$ cat config.mk
export PLATFORM = sky130hd
export DESIGN_NAME = output_buffer
export DESIGN_NICKNAME = d
export VERILOG_FILES = /design/src/rtl/output_buffer.sv
export SDC_FILE = /design/constraint.sdc
export NUM_CORES = 1
export LEC_CHECK = 0
export ABC_AREA = 1
export BUFFER_PORTS_ARGS = -buffer_cell sky130_fd_sc_hd__buf_2
export CELL_PAD_IN_SITES_DETAIL_PLACEMENT = 0
export CELL_PAD_IN_SITES_GLOBAL_PLACEMENT = 1
export CORE_ASPECT_RATIO = 0.7
export CORE_MARGIN = 3
export CORE_UTILIZATION = 43
export DETAILED_ROUTE_END_ITERATION = 6
export PLACE_DENSITY = 0.81
export SLEW_MARGIN = 5
export SYNTH_ARGS = -nofsm -noshare
export SYNTH_HDL_FRONTEND = slang
export SYNTH_SLANG_ARGS = --single-unit
$ cat constraint.sdc
create_clock -name i_clk -period 3.4 [get_ports i_clk]
set_clock_uncertainty 0.1 [all_clocks]
set_input_delay 0.34 -clock i_clk [delete_from_list [all_inputs] [get_ports i_clk]]
set_output_delay 0.34 -clock i_clk [all_outputs]
set_load 0.005 [all_outputs]
$ cat src/rtl/output_buffer.sv
`default_nettype none
// ============================================================================
// Module   : output_buffer
// Brief    : Result-side buffer for the systolic array. Realigns skewed column
//            results into whole rows and queues them in a circular FIFO that
//            the host drains with an i_rd / o_data handshake.
//            Optional feature macro: OUTPUT_BUFFER_RELU_EN (clamps negative
//            lanes to zero before the FIFO write).
// Revision : 1.0 - initial release
// ============================================================================
module output_buffer #(
    parameter int NUM_COLS   = 3,
    parameter int ACC_WIDTH  = 16,
    parameter int ADDR_WIDTH = 2
) (
    input  logic                          i_clk,
    input  logic                          i_rst_n,
    input  logic                          i_wr,
    input  logic [NUM_COLS*ACC_WIDTH-1:0] i_wr_data,
    input  logic                          i_rd,
    output logic [NUM_COLS*ACC_WIDTH-1:0] o_data,
    output logic                          o_valid,
    output logic                          o_empty,
    output logic                          o_full,
    output logic [ADDR_WIDTH:0]           o_count,
    output logic                          o_overflow
);

    localparam int                  ROW_W      = NUM_COLS * ACC_WIDTH;
    localparam int                  DEPTH      = 1 << ADDR_WIDTH;
    localparam logic [ADDR_WIDTH:0] FULL_COUNT = (ADDR_WIDTH + 1)'(DEPTH);

    // ------------------------------------------------------------------------
    // Deskew: lane j arrives j cycles after the row start, so it is delayed by
    // NUM_COLS-1-j registers; the last lane goes straight through. All lanes
    // therefore line up on the edge that samples the last lane.
    // ------------------------------------------------------------------------
    logic [ROW_W-1:0] w_aligned;
    logic             w_commit;

    for (genvar j = 0; j < NUM_COLS; j++) begin : g_deskew
        localparam int STAGES = NUM_COLS - 1 - j;
        if (STAGES == 0) begin : g_pass
            assign w_aligned[j*ACC_WIDTH +: ACC_WIDTH] = i_wr_data[j*ACC_WIDTH +: ACC_WIDTH];
        end else begin : g_delay
            logic [ACC_WIDTH-1:0] lane_q [STAGES];

            // Lane delay line; contents are qualified by the row-start pipeline so no reset.
            always_ff @(posedge i_clk) begin
                lane_q[0] <= i_wr_data[j*ACC_WIDTH +: ACC_WIDTH];
                for (int k = 1; k < STAGES; k++) begin
                    lane_q[k] <= lane_q[k-1];
                end
            end

            assign w_aligned[j*ACC_WIDTH +: ACC_WIDTH] = lane_q[STAGES-1];
        end
    end

    // Row-start marker travels alongside the data so it emerges with the aligned row.
    if (NUM_COLS > 1) begin : g_wr_pipe
        logic [NUM_COLS-2:0] wr_pipe_q;

        // Row-start shift register; cleared on reset so in-flight rows are discarded.
        always_ff @(posedge i_clk) begin
            if (!i_rst_n) begin
                wr_pipe_q <= '0;
            end else begin
                wr_pipe_q[0] <= i_wr;
                for (int k = 1; k < NUM_COLS - 1; k++) begin
                    wr_pipe_q[k] <= wr_pipe_q[k-1];
                end
            end
        end

        assign w_commit = wr_pipe_q[NUM_COLS-2];
    end else begin : g_wr_direct
        assign w_commit = i_wr;
    end

    // ------------------------------------------------------------------------
    // Optional rectification of the aligned row (purely combinational).
    // ------------------------------------------------------------------------
    logic [ROW_W-1:0] w_row;

`ifdef OUTPUT_BUFFER_RELU_EN
    for (genvar j = 0; j < NUM_COLS; j++) begin : g_relu
        // Lanes are signed; a set MSB means negative and is clamped to zero.
        assign w_row[j*ACC_WIDTH +: ACC_WIDTH] =
            w_aligned[j*ACC_WIDTH + ACC_WIDTH - 1] ? '0 : w_aligned[j*ACC_WIDTH +: ACC_WIDTH];
    end
`else
    assign w_row = w_aligned;
`endif

    // ------------------------------------------------------------------------
    // FIFO storage and control
    // ------------------------------------------------------------------------
    logic [ROW_W-1:0]      mem_q [DEPTH];
    logic [ADDR_WIDTH-1:0] wptr_q,     wptr_d;
    logic [ADDR_WIDTH-1:0] rptr_q,     rptr_d;
    logic [ADDR_WIDTH:0]   count_q,    count_d;
    logic [ROW_W-1:0]      data_q,     data_d;
    logic                  valid_q,    valid_d;
    logic                  overflow_q, overflow_d;
    logic                  w_pop;
    logic                  w_push;
    logic                  w_drop;

    // Next-state decode: a pop on the same edge frees a slot for a commit when
    // full, while a pop on an empty FIFO never bypasses the incoming row.
    always_comb begin
        w_pop      = i_rd && (count_q != '0);
        w_push     = w_commit && ((count_q != FULL_COUNT) || w_pop);
        w_drop     = w_commit && (count_q == FULL_COUNT) && !w_pop;

        wptr_d     = wptr_q;
        rptr_d     = rptr_q;
        count_d    = count_q;
        data_d     = data_q;
        valid_d    = w_pop;
        overflow_d = overflow_q | w_drop;

        if (w_push) begin
            wptr_d = wptr_q + ADDR_WIDTH'(1);
        end
        if (w_pop) begin
            rptr_d = rptr_q + ADDR_WIDTH'(1);
            data_d = mem_q[rptr_q];
        end

        case ({w_push, w_pop})
            2'b10:   count_d = count_q + (ADDR_WIDTH + 1)'(1);
            2'b01:   count_d = count_q - (ADDR_WIDTH + 1)'(1);
            default: count_d = count_q;
        endcase
    end

    // Control and output registers with synchronous active-low reset.
    always_ff @(posedge i_clk) begin
        if (!i_rst_n) begin
            wptr_q     <= '0;
            rptr_q     <= '0;
            count_q    <= '0;
            data_q     <= '0;
            valid_q    <= 1'b0;
            overflow_q <= 1'b0;
        end else begin
            wptr_q     <= wptr_d;
            rptr_q     <= rptr_d;
            count_q    <= count_d;
            data_q     <= data_d;
            valid_q    <= valid_d;
            overflow_q <= overflow_d;
        end
    end

    // Row storage; not reset, reads are gated by the count.
    always_ff @(posedge i_clk) begin
        if (i_rst_n && w_push) begin
            mem_q[wptr_q] <= w_row;
        end
    end

    assign o_data     = data_q;
    assign o_valid    = valid_q;
    assign o_count    = count_q;
    assign o_empty    = (count_q == '0);
    assign o_full     = (count_q == FULL_COUNT);
    assign o_overflow = overflow_q;

endmodule
`default_nettype wire
==> metrics.md <==
| Metric | Value |
|---|---|
| Synth Flop Type | edfxtp_1 |
| Die X | 190 um |
| # setup viols final | 0 |
| Row count | 46 |
| Cell taking the most area after synthesis | edfxtp_1 |
| Endpoints failing hold | 0 |
| Pre-CTS setup slack | 1.10 ns |
| Setup TNS | 0 ns |
| Crit start category | register |
| Slew @ Worst Pin | 0.986 ns |
| Slew Viols, Final | 0 |
| Synthesized area per cell | 12.9 um2 |
| Max Freq | 0.431 GHz |
| Hold_buf cts | 49 |
| Crit path DAT | 2.37 ns |
| Post-DP HPWL | 11.4 mm |
| NumNets Final | 999 |
| Core Area | 0.0230 mm2 |
| WHS | 0.174 ns |
| CTS tree | done |
| Final Util | 53.9% |
| Design Power | 8.69 mW |
| Min cycle time layout | 2.32 ns |
| Post-synth top area share | 56.3% |
| Wire per inst | 16.4 um |
| Via density | 4.99 |
| Outcome | finished, final reports clean |
| Top post-synthesis cells by count | nor2_1 (200), edfxtp_1 (192), o21ai_0 (129) |
| Post-CTS Setup Inserts | 0 |
| Initial core utilization | 44.5% |
| Count leader, synth | nor2_1 |
| RSZ-0062 raised after global routing | no |
| First-pass detailed-route iteration total | 5 |
| Clk slew on worst S/H paths | 0.06 ns |
| Number of synthesis warnings | 0 |
| Clock Tree Root | clkbuf_16 |
| I/O Pins | 107 |
| WL final | 20.9 mm |
| Main area contributors after synthesis | edfxtp_1 (56%), dfxtp_1 (21%), nor2_1 (7.3%), o21ai_0 (6.3%), o22ai_1 (2.9%) |
| Max_cap viols | 0 |
| Die area | 0.0257 mm2 |
| Critical Path Sink Type | register |
| GRT Overall Usage | 16.1% |
| Clock Sinks | 299 |
| Synth Instances | 795 |
| Required time of the critical path | 3.45 ns |
| Area grow syn2layout | 21.1% |
| Detail Route Antenna Nets | 0 |
| Vias in the first global route | 6233 |
| RD Place Congestion | 0.718 |
| Slew Limit Headroom | 34.3% |
| First-pass GRT wire length | 33.1 mm |
| Vias | 6364 |
| Layout filler cell count | 1969 |
| Unique masters post-synth | 22 |
| Largest net degree at the start of global routing | 98 |
| Cell Area, Synth | 0.0102 mm2 |
| Slack of the critical path | 1.08 ns |
| Antenna violations before repair | 0 |
| Worst IR drop on VDD | 0.000495 V |
| TritonCTS buffer count | 27 |
| Cell Pwr Density | 701 mW/mm2 |
| Post-CTS sizing | 0 |
| H-tree depth | 1 |
| Drt drc | 0 |
| Syn Nets | 852 |
| Drt first-iter violations | 424 |
| Ys async rst share | 0% |
| Hold Crit Class | input pin to register |
| Share of cells above drive strength 1 | 17.7% |
| Final worst-path cycle share | 68.2% |
| P_leak | 4.61 nW |
| Critical Setup Path Class | register to register |
| Die H | 135 um |
| Register area share after synthesis | 77.2% |
| Clk_lat worst skew | 0.54 ns |
| Post-synth EDFFs | 192 |
| GR Overflow Total | 0 |
| Flops & latches, synth | 299 |
| Worst-path fanout max | 48 |
| Buffers on Ports | 106 |
| CTS max path bufs | 3 |
## layout by cell type (no fill, tap or decap), types with 3 or more instances in the layout
cell type	synthesis	routed
o21ai_1	19	19
o21ai_0	129	129
nor2_1	200	196
nand3_1	5	5
dfxtp_1	107	105
buf_4	2	9
buf_2	15	106
a21oi_1	6	6
nand2_1	10	10
ha_1	4	4
clkbuf_8	0	3
inv_1	18	17
dlygate4sd3_1	0	49
clkinv_2	0	6
clkbuf_1	24	4
o22ai_1	48	48
edfxtp_1	192	192
clkinv_1	0	3
clkbuf_16	0	28
nor2_4	0	4
## logic make-up after synthesis
group | Yosys count | share of synthesized area, %
DFF | 299 | 77.2
and+or+nand+nor | 220 | 8.34
buffers and inverters | 67 | 3.15
AOI/OAI and AO/OA | 204 | 10.6
adders and majority gates | 5 | 0.684
## final cells by class
| type | count | area (um2) | share of cell area [%] |
|---|---|---|---|
| diodes | 1 | 2.50 | 0.0202 |
| clock inverters | 12 | 100 | 0.807 |
| well taps | 312 | 390 | 3.15 |
| flip-flops and latches | 299 | 7910 | 63.8 |
| repair buffers | 165 | 1110 | 8.94 |
| inverters | 20 | 76.3 | 0.615 |
| clock buffers | 37 | 772 | 6.22 |
| multi-input cells | 429 | 2040 | 16.5 |
## worst max-delay path: stages, from the launching register on
cell	delay, ns
dfxtp_1	0.38
nor2_2	0.08
nand2_1	0.10
inv_1	0.06
nand2_1	0.10
nand3_1	0.31
nor2_4	0.17
buf_4	0.59
## through the flow
step,cell area (um2),std cells
after global placement,11000,1176
final,12400,1275
after CTS,12400,1274
after detailed placement,11000,1176
after global routing,12400,1274
after floorplan,10200,795
## sequential cells by signal, indices dropped and copies added (netlist names)
| signal | count |
|---|---|
| o_data | 48 |
| mem_q | 192 |
| g_wr_pipe.wr_pipe_q | 2 |
| o_count | 3 |
| rptr_q | 2 |
| wptr_q | 2 |
| o_valid | 1 |
| o_overflow | 1 |
| g_deskew.g_delay.lane_q | 48 |
## report_power, final
part | leakage (nW) | switching [mW] | internal, mW | total (mW)
Clock | 0.433 | 1.27 | 1.67 | 2.95
Combinational | 1.55 | 0.938 | 0.542 | 1.48
Sequential | 2.62 | 0.137 | 4.13 | 4.26
Total | 4.61 | 2.35 | 6.34 | 8.69
## worst paths after layout
kind | cells past startpoint | slack (ns) | startpoint | end
max reg2reg | 7 | 1.08 | o_count[0] | mem_q[3][44]
max | 7 | 1.08 | o_count[0] | mem_q[3][44]
min | 4 | 0.17 | i_rd | o_count[2]
min reg2reg | 0 | 0.23 | g_deskew[0].g_delay.lane_q[0][6] | g_deskew[0].g_delay.lane_q[0][22]
## metal layers
metal	up-vias	global-route usage, %	share of wire, %
met3	34	2.80	6.6
met5	-	0	0
met4	0	4.11	2.0
li1	3114	-	-
met2	208	24.9	44
met1	3008	23.7	48
Note: power is estimated with default switching activity, not from simulation.
